**config.mk**
```make
export PLATFORM = sky130hd
export DESIGN_NAME = sync_fifo_prog
export DESIGN_NICKNAME = d
export VERILOG_FILES = /design/src/rtl/sync_fifo_prog.sv
export SDC_FILE = /design/constraint.sdc
export NUM_CORES = 1
export LEC_CHECK = 0
export BUFFER_PORTS_ARGS = -buffer_cell sky130_fd_sc_hd__buf_2
export CORE_MARGIN = 2
export CORE_UTILIZATION = 55
export CTS_CLUSTER_DIAMETER = 150
export DETAILED_ROUTE_END_ITERATION = 8
export MAX_ROUTING_LAYER = met4
export PLACE_DENSITY = 0.79
export SLEW_MARGIN = 10
export SYNTH_ARGS = -nofsm -noshare
export SYNTH_HDL_FRONTEND = slang
export SYNTH_SLANG_ARGS = --single-unit
export TNS_END_PERCENT = 50
```
**constraint.sdc**
```tcl
create_clock -name clk -period 2.85 [get_ports clk]
set_input_delay 0.1425 -clock clk [delete_from_list [all_inputs] [get_ports clk]]
set_output_delay 0.1425 -clock clk [all_outputs]
set_load 0.05 [all_outputs]
```
**src/rtl/sync_fifo_prog.sv**
```systemverilog
// rtl/sync_fifo_prog.sv - single-clock FIFO with programmable thresholds and occupancy count
//
// Purpose: buffers words between a producer and a consumer in one clock domain.
//   Depth may be any integer >= 2. Almost-full/almost-empty thresholds are run-time
//   inputs. Occupancy is exported. Accept/reject events are reported as registered
//   single-cycle pulses.
// Configuration: define SYNC_FIFO_FWFT_EN for first-word-fall-through reads. Leave it
//   undefined for registered reads, where data_out updates on the read edge.
// Ports:
//   clk, rst         clock, synchronous active-high reset
//   clear            synchronous flush (pointers, count, outputs to zero)
//   data_in          write data, stored when write_enable && !full
//   write_enable     write request
//   read_enable      read request (pop of the displayed word in FWFT mode)
//   af_thresh        almost_full when count >= af_thresh
//   ae_thresh        almost_empty when count <= ae_thresh
//   data_out         read data
//   data_valid       data_out holds a newly read word (FWFT: a word is displayed)
//   count            occupancy 0..MEM_DEPTH
//   full, empty      occupancy at MEM_DEPTH / zero
//   almost_full      occupancy at or above af_thresh
//   almost_empty     occupancy at or below ae_thresh
//   write_ack        previous-cycle write accepted
//   overflow         previous-cycle write rejected
//   underflow        previous-cycle read rejected
module sync_fifo_prog #(
  parameter int  DATA_WIDTH = 16,
  parameter int  MEM_DEPTH  = 16,
  localparam int CNT_WIDTH  = $clog2(MEM_DEPTH + 1)
) (
  input  logic                  clk,
  input  logic                  rst,
  input  logic                  clear,
  input  logic [DATA_WIDTH-1:0] data_in,
  input  logic                  write_enable,
  input  logic                  read_enable,
  input  logic [CNT_WIDTH-1:0]  af_thresh,
  input  logic [CNT_WIDTH-1:0]  ae_thresh,
  output logic [DATA_WIDTH-1:0] data_out,
  output logic                  data_valid,
  output logic [CNT_WIDTH-1:0]  count,
  output logic                  full,
  output logic                  empty,
  output logic                  almost_full,
  output logic                  almost_empty,
  output logic                  write_ack,
  output logic                  overflow,
  output logic                  underflow
);

  localparam int PTR_WIDTH = $clog2(MEM_DEPTH);

  // Storage is deliberately not reset.
  logic [DATA_WIDTH-1:0] mem [MEM_DEPTH];

  logic [PTR_WIDTH-1:0] write_ptr_q, write_ptr_d;
  logic [PTR_WIDTH-1:0] read_ptr_q, read_ptr_d;
  logic [CNT_WIDTH-1:0] count_q, count_d;
  logic                 write_ack_q, write_ack_d;
  logic                 overflow_q, overflow_d;
  logic                 underflow_q, underflow_d;
`ifndef SYNC_FIFO_FWFT_EN
  logic [DATA_WIDTH-1:0] data_out_q, data_out_d;
  logic                  data_valid_q, data_valid_d;
`endif

  logic wr_accept;
  logic rd_accept;
  logic mem_we;

  // The depth need not be a power of two, so wrap on an explicit compare.
  function automatic logic [PTR_WIDTH-1:0] ptr_inc(input logic [PTR_WIDTH-1:0] p);
    return (p == PTR_WIDTH'(MEM_DEPTH - 1)) ? '0 : p + 1'b1;
  endfunction

  // Flags decode from the registered count only, so they are glitch-free
  // with respect to the request inputs.
  assign full         = (count_q == CNT_WIDTH'(MEM_DEPTH));
  assign empty        = (count_q == '0);
  assign almost_full  = (af_thresh == '0) || (count_q >= af_thresh);
  assign almost_empty = (ae_thresh >= CNT_WIDTH'(MEM_DEPTH)) || (count_q <= ae_thresh);

  assign wr_accept = write_enable && !full;
  assign rd_accept = read_enable && !empty;

  always_comb begin
    write_ptr_d = write_ptr_q;
    read_ptr_d  = read_ptr_q;
    count_d     = count_q;
    write_ack_d = 1'b0;
    overflow_d  = 1'b0;
    underflow_d = 1'b0;
    mem_we      = 1'b0;
`ifndef SYNC_FIFO_FWFT_EN
    data_out_d   = data_out_q;
    data_valid_d = 1'b0;
`endif
    if (clear) begin
      write_ptr_d = '0;
      read_ptr_d  = '0;
      count_d     = '0;
`ifndef SYNC_FIFO_FWFT_EN
      data_out_d  = '0;
`endif
    end else begin
      mem_we      = wr_accept;
      write_ack_d = wr_accept;
      overflow_d  = write_enable && full;
      underflow_d = read_enable && empty;
      if (wr_accept) write_ptr_d = ptr_inc(write_ptr_q);
      if (rd_accept) read_ptr_d = ptr_inc(read_ptr_q);
      // A simultaneous accept on both sides leaves the count unchanged.
      if (wr_accept && !rd_accept) begin
        count_d = count_q + 1'b1;
      end else if (rd_accept && !wr_accept) begin
        count_d = count_q - 1'b1;
      end
`ifndef SYNC_FIFO_FWFT_EN
      if (rd_accept) begin
        data_out_d   = mem[read_ptr_q];
        data_valid_d = 1'b1;
      end
`endif
    end
  end

  always_ff @(posedge clk) begin
    if (rst) begin
      write_ptr_q <= '0;
      read_ptr_q  <= '0;
      count_q     <= '0;
      write_ack_q <= 1'b0;
      overflow_q  <= 1'b0;
      underflow_q <= 1'b0;
`ifndef SYNC_FIFO_FWFT_EN
      data_out_q   <= '0;
      data_valid_q <= 1'b0;
`endif
    end else begin
      write_ptr_q <= write_ptr_d;
      read_ptr_q  <= read_ptr_d;
      count_q     <= count_d;
      write_ack_q <= write_ack_d;
      overflow_q  <= overflow_d;
      underflow_q <= underflow_d;
`ifndef SYNC_FIFO_FWFT_EN
      data_out_q   <= data_out_d;
      data_valid_q <= data_valid_d;
`endif
    end
  end

  always_ff @(posedge clk) begin
    if (!rst && mem_we) mem[write_ptr_q] <= data_in;
  end

  assign count     = count_q;
  assign write_ack = write_ack_q;
  assign overflow  = overflow_q;
  assign underflow = underflow_q;
`ifdef SYNC_FIFO_FWFT_EN
  // The head word is shown as soon as it is stored; read_enable pops it.
  assign data_out   = mem[read_ptr_q];
  assign data_valid = !empty;
`else
  assign data_out   = data_out_q;
  assign data_valid = data_valid_q;
`endif

endmodule
```
==> results.ini, run 1 <==
[global_route]
grt_use_total_pct = 23.30
global_route.usage.met2_pct = 38.75
globalRouteMet1Util_pct = 30.97
first_pass_grt_wire_length_mm = 36.80
grt_antenna_before_repair = 0
grt_most_used_layer = met2
grt_start_max_net_pins = 53
met3_usage_pct = 3.067
grt_overflow = 0
grt_pass1_vias = 6199

[logic_synthesis]
syn_avg_cell_area_um2 = 19.73
syn-instance-count = 580
async_reset_ff_share_pct = 0
yosysWarningCount = 0
synth_edf_count = 256
synth_largest_type_area_fraction_pct = 67.18
synth-seq-area-share_pct = 72.95
post_synth_main_area_contributors = edfxtp_1, mux4_2, dfxtp_1, mux2i_1, ha_1
synth.net_count = 631
yosysUniqueCellTypes = 44
synth.cell_area_um2 = 11440
synth_flop_cell = edfxtp_1
synth.ff_latch_count = 289
post-synth-top-area-cell = edfxtp_1

[placement]
routabilityCongestion = 0.8893
postPlaceCellArea_um2 = 12210
post-dp-hpwl_mm = 14.43
dp.cells = 906
placement.io_buffers = 59

[sta]
setup-violations-final = 0
finalWorstPathRequiredPeriod_ns = 2.728
hold_ws_ns = 0.1061
max_freq_ghz = 0.3666
slew_violations = 0
timing_worst_slew_pin_value_ns = 1.253
fin_worst_skew_ns = 0.01978
slew-limit-headroom_pct = 16.39
period_share_pct = 95.71
final-hold-violation-count = 0
grt_setup_unrepaired = no

[clock_tree]
cts.sinks = 289
cts-buffers-inserted = 28
htreeDepth = 1
cts_root_buf = clkbuf_16
clk_transition_reported_paths_ns = 0.06
tritoncts = yes
clk_path_buf_depth = 3
clock_latency_ns = 0.55
postCtsSetupRepairBufs = 0

[die]
die_h_um = 148.2
core.rowCount = 52
die-area_um2 = 21980
core_area_um2 = 20300
initial_utilization_pct = 56.37
ios = 60
die_width_um = 148.2

[drt]
detailroute.via_count = 5971
totalWireLength_mm = 23.99
viasPerCell = 6.118
ant_nets = 0
drt_first_iter_violations = 606
routed_wire_length_per_instance_um = 24.58
dr_drc_count = 0
drt_pre_antenna_iters = 5

[worst_setup_path]
r2r_setup_slack_ns = 0.12
critical_path_required_ns = 3.31
crit_fanout = 8
crit_path_start_kind = register
r2r.worst_path.cells = 9
timing.critical_path.arrival_ns = 3.19
critical_path_class = reg -> reg
endpoint_kind_of_the_worst_setup_timing_path = register
startpoint = count[2]$_SDFFE_PP0P_
critPathCapture = count[4]$_SDFFE_PP0P_
worst_r2r_startpoint = count[2]$_SDFFE_PP0P_
r2r_end = count[4]$_SDFFE_PP0P_

[final_layout]
areaGrowthSynthToFinish_pct = 16.50
final_net_count = 735
final.fill_count = 1339
most-common-layout-cells = edfxtp_1, mux4_2, buf_2, mux2i_1, dfxtp_1
post_route_cells_drive_above_1_share_pct = 31.59
seqCellArea_um2 = 8354
multi_input_comb_area_um2 = 2915
layout.cell_area.non_filler_um2 = 13330
layout_commonest_cell = edfxtp_1
stdcell_count = 976
insertedDiodeCount = 0

[power]
cellLeakagePower_uw = 0.004417
vdd.ir_drop.worst_mv = 0.5758
fin_total_pwr_uw = 9568
power_density_nw_per_um2 = 717.7

[status]
run_status = finished, final reports clean

[run]
drv.max_cap_violation_count = 0

[hold_path]
hold_path.class = in -> reg

==> layer usage <==
layer | wire [um] | share of wire, %
met1 | 9506 | 40
met2 | 12130 | 51
met3 | 1618 | 6.7
met4 | 737 | 3.1
met5 | 0 | 0
==> state kept, by name, indices dropped and copies added (netlist names) <==
register and cells:
write_ack 1, underflow 1, count 5, write_ptr_q 4, data_valid 1, mem 256, overflow 1, data_out 16
read_ptr_q 4
==> logic make-up (layout without fill, tap and decap cells) <==
kind of cell / after synthesis / in the layout / share of synthesized area, %
adders and majority gates: 20 / 20 / 2.252
AOI/OAI and AO/OA: 62 / 62 / 4.199
DFF: 289 / 289 / 72.95
and+or+nand+nor: 57 / 57 / 2.263
buffers and inverters: 45 / 171 / 2.034
xor gates and xnor gates: 5 / 5 / 0.3827
muxes: 102 / 102 / 15.92
==> per-stage QoR <==
stage | utilization [%] | setup WS (ns) | TNS, ns
finish | 65.67 | 0.1222 | 0
CTS | 65.67 | 0.1156 | 0
detailed placement | 60.13 | 0.1566 | 0
global route | 65.67 | 0.03688 | 0
floorplan | - | -0.2571 | -8.431
global placement | 60.13 | 0.2390 | 0
==> where the power goes <==
part           switching [uW]  internal (uW)  leakage [uW]  total (uW)
registers                55.2           4660       0.00257        4720
logic                     724            451       0.00138        1170
clock network            1500           2180      0.000462        3680
==> layout make-up <==
type	instances	share of cell area [%]
Multi-Input combinational cell	246	21.87
Inverter	13	0.3660
Timing Repair Buffer	106	5.481
Sequential cell	289	62.67
Tap cell	270	2.534
Clock buffer	48	6.560
Clock inverter	4	0.5256
==> how the worst min path moves through the flow <==
| stage | startpoint | to | slack [ns] | cells after the start |
|---|---|---|---|---|
| 5_1_grt | rst | read_ptr_q[2]$_SDFFE_PP0P_ | 0.13 | 3 |
| 4_1_cts | rst | read_ptr_q[0]$_SDFFE_PP0P_ | 0.1 | 3 |
| 3_3_place_gp | write_enable | overflow$_SDFF_PP0_ | 0.41 | 2 |
| 3_5_place_dp | write_enable | overflow$_SDFF_PP0_ | 0.42 | 2 |
| 2_1_floorplan | data_in[0] | mem[0][0]$_DFFE_PP_ | 0.24 | 0 |
| 6_report | rst | read_ptr_q[0]$_SDFFE_PP0P_ | 0.11 | 3 |
==> critical path, cell delays in order, from the launching register on <==
cell and delay (ns):
dfxtp_1 0.37, or4_4 0.59, o21a_1 0.23, ha_1 0.22, inv_2 0.11, ha_1 0.28, a21o_1 0.20, a21oi_1 0.19
mux2i_1 0.25, mux2i_1 0.20
==> repair_timing <==
| action | 4_1_cts | 5_1_grt |
|---|---|---|
| setup endpoints to repair | 0 | 1 |
| hold buffers | 18 | 0 |
| hold endpoints to repair | 248 | 0 |
| gates resized for setup | 0 | 1 |
==> cell usage after synthesis (all sizes together), types with 2 or more instances <==
library cell and instances:
clkbuf 12, o21ai 3, o21a 2, o22ai 16, a21o 3, ha 19
mux4 64, edfxtp 256, nand3 7, dfxtp 33, a21oi 8, buf 20
mux2i 38, nand2b 3, inv 13, and3 2, nor3 5, nor2 29
xor2 4, o211ai 4, nand2 6, a211oi 2, a31o 16
No activity file was read; power rests on OpenSTA's default activity.
==> run 2: changes to the inputs <==
REMOVE_ABC_BUFFERS = 1   (was default)
==> run 2 against run 1 <==
- clock skew fell by 0.0038 ns
- via count is 0.55% higher
- flip-flop and latch count is the same
- combinational power up 3%
- largest cell class unchanged
- highest routed layer unchanged
==> results.ini, run 2 (synthesized netlist as in run 1, its figures left out) <==
[sta]
slew_violations = 0  ; unchanged
timing_worst_slew_pin_value_ns = 0.8748  ; -0.3781 ns
setup_total_negative_slack_ns = 0  ; unchanged
finalWorstPathRequiredPeriod_ns = 2.755  ; +0.02674 ns
grt_setup_unrepaired = no
period_share_pct = 96.65  ; +0.94 points
slew-limit-headroom_pct = 41.47  ; +25 points
setup-violations-final = 0  ; unchanged
fin_worst_skew_ns = 0.01596  ; -0.003822 ns
max_freq_ghz = 0.3630  ; -0.97%
final-hold-violation-count = 0  ; unchanged

[worst_setup_path]
critical_path_required_ns = 3.33  ; +0.02 ns
critical_path_class = reg -> reg
crit_path_start_kind = register
crit_fanout = 8  ; unchanged
timing.critical_path.buf_inv = 1  ; unchanged
timing.critical_path.slowest_stage_cell = or4_4
endpoint_kind_of_the_worst_setup_timing_path = register
timing.critical_path.slowest_cell_delay_ns = 0.60  ; about the same
timing.critical_path.cells = or4_4 -> o21ai_2 -> ha_1 -> inv_2 -> fa_1 -> a21o_1 -> a21oi_1 -> mux2i_1 -> mux2i_1
cpLargestDelayFamily = adder cells
timing.critical_path.mode_cell = mux2i_1
timing.critical_path.arrival_ns = 3.23  ; +0.04 ns

[die]
die_width_um = 148.2  ; unchanged
ios = 60  ; unchanged
die-area_um2 = 21980  ; unchanged
core_area_um2 = 20300  ; unchanged
die_h_um = 148.2  ; unchanged
core.rowCount = 52  ; unchanged
initial_utilization_pct = 56.37  ; unchanged

[final_layout]
final.fill_count = 1333  ; -0.45%
stdcell_count = 976  ; unchanged
largest_register_ffs = 256  ; unchanged
multi_input_comb_area_um2 = 2885  ; -1.0%
insertedDiodeCount = 0  ; unchanged
areaGrowthSynthToFinish_pct = 16.06
final_net_count = 735  ; unchanged
max_flop_register = mem
seqCellArea_um2 = 8354  ; unchanged
most-common-layout-cells = edfxtp_1, mux4_2, buf_2, mux2i_1, dfxtp_1
post_route_cells_drive_above_1_share_pct = 30.03  ; -1.6 points
layout_commonest_cell = edfxtp_1

[status]
run_status = finished, final reports clean

[clock_tree]
clk_path_buf_depth = 3  ; unchanged
postCtsSetupRepairBufs = 0  ; unchanged
cts-buffers-inserted = 28  ; unchanged
clk_transition_reported_paths_ns = 0.06  ; about the same
tritoncts = yes
cts_root_buf = clkbuf_16
clock_latency_ns = 0.55  ; about the same
htreeDepth = 1  ; unchanged
cts.sinks = 289  ; unchanged

[global_route]
grt_pass1_vias = 6411  ; +3.4%
grt_antenna_before_repair = 0  ; unchanged
grt_most_used_layer = met2
grt_start_max_net_pins = 48  ; -9.4%
globalRouteMet1Util_pct = 31.88  ; +0.91 points
grt_overflow = 0  ; unchanged
first_pass_grt_wire_length_mm = 38.63  ; +5.0%
met3_usage_pct = 4.110  ; +1.0 points
grt_use_total_pct = 24.45  ; +1.2 points
global_route.usage.met2_pct = 39.86  ; +1.1 points

[drt]
totalWireLength_mm = 25.33  ; +5.6%
dr_drc_count = 0  ; unchanged
detailroute.via_count = 6004  ; +0.55%
routed_wire_length_per_instance_um = 25.96  ; +5.6%
drt_first_iter_violations = 567  ; -6.4%
drt_pre_antenna_iters = 5  ; unchanged
viasPerCell = 6.152  ; +0.55%
ant_nets = 0  ; unchanged

[power]
power_density_nw_per_um2 = 722.7  ; +0.70%
vdd.ir_drop.worst_mv = 0.5463  ; -5.1%
cellLeakagePower_uw = 0.004415  ; about the same
fin_total_pwr_uw = 9598  ; +0.32%

[placement]
dp.cells = 906  ; unchanged
placement.io_buffers = 59  ; unchanged
post-dp-hpwl_mm = 14.17  ; -1.8%
routabilityCongestion = 0.8771  ; -1.4%

[hold_path]
hold_path.class = in -> reg

[run]
drv.max_cap_violation_count = 0  ; unchanged

## run 2: what timing repair did
item / CTS / global route
hold buffers: 18 / 0
hold endpoints to repair: 234 / 0
gates resized for setup: 0 / 1
setup endpoints to repair: 0 / 1
## run 2: tightest hold or removal path: cells and delay by family
kind / cells / cell delay (ns)
AOI/OAI and AO/OA: 1 / 0.07
buffers and inverters: 1 / 0.11
and+or+nand+nor: 1 / 0.27
## run 2: metrics by stage
step	setup slack, ns	area (um^2)	util, %	hold WS (ns)
after detailed placement	0.1012	12180	59.99	0.4212
after CTS	0.06333	13280	65.43	0.08291
after floorplan	-1.178	11260	-	0.2414
final	0.09548	13280	65.43	0.08888
after global placement	0.2103	12180	59.99	0.4197
after global routing	0.02415	13280	65.43	0.1467
## run 2: area by class of cell
class                   count  area share, %
flip-flops and latches    289          62.90
multi-input cells         246          21.72
repair buffers            106          5.502
inverters                  13         0.3674
clock buffers              36          5.737
clock inverters            16          1.225
well taps                 270          2.544
## run 2: where the power goes
group	switching [uW]	total (uW)	internal [uW]
logic	762	1210	443
clock network	1530	3690	2160
registers	37.6	4700	4660
total	2330	9600	7270
## run 2: metal layers
layer  up-vias  part of all wire (%)
met1      3039                    38
met4         0                   3.5
met2       319                    50
li1       2574                     -
met5         -                     0
met3        72                   8.5
## run 2: worst paths after layout
path / start / endpoint / slack, ns / depth (start not counted)
worst min register to register: data_out[10]$_SDFFE_PP0P_ / data_out[10]$_SDFFE_PP0P_ / 0.47 / 1
worst max-delay path: count[2]$_SDFFE_PP0P_ / count[4]$_SDFFE_PP0P_ / 0.1 / 9
worst min-delay path: rst / read_ptr_q[0]$_SDFFE_PP0P_ / 0.09 / 3
worst max register to register: count[2]$_SDFFE_PP0P_ / count[4]$_SDFFE_PP0P_ / 0.1 / 9
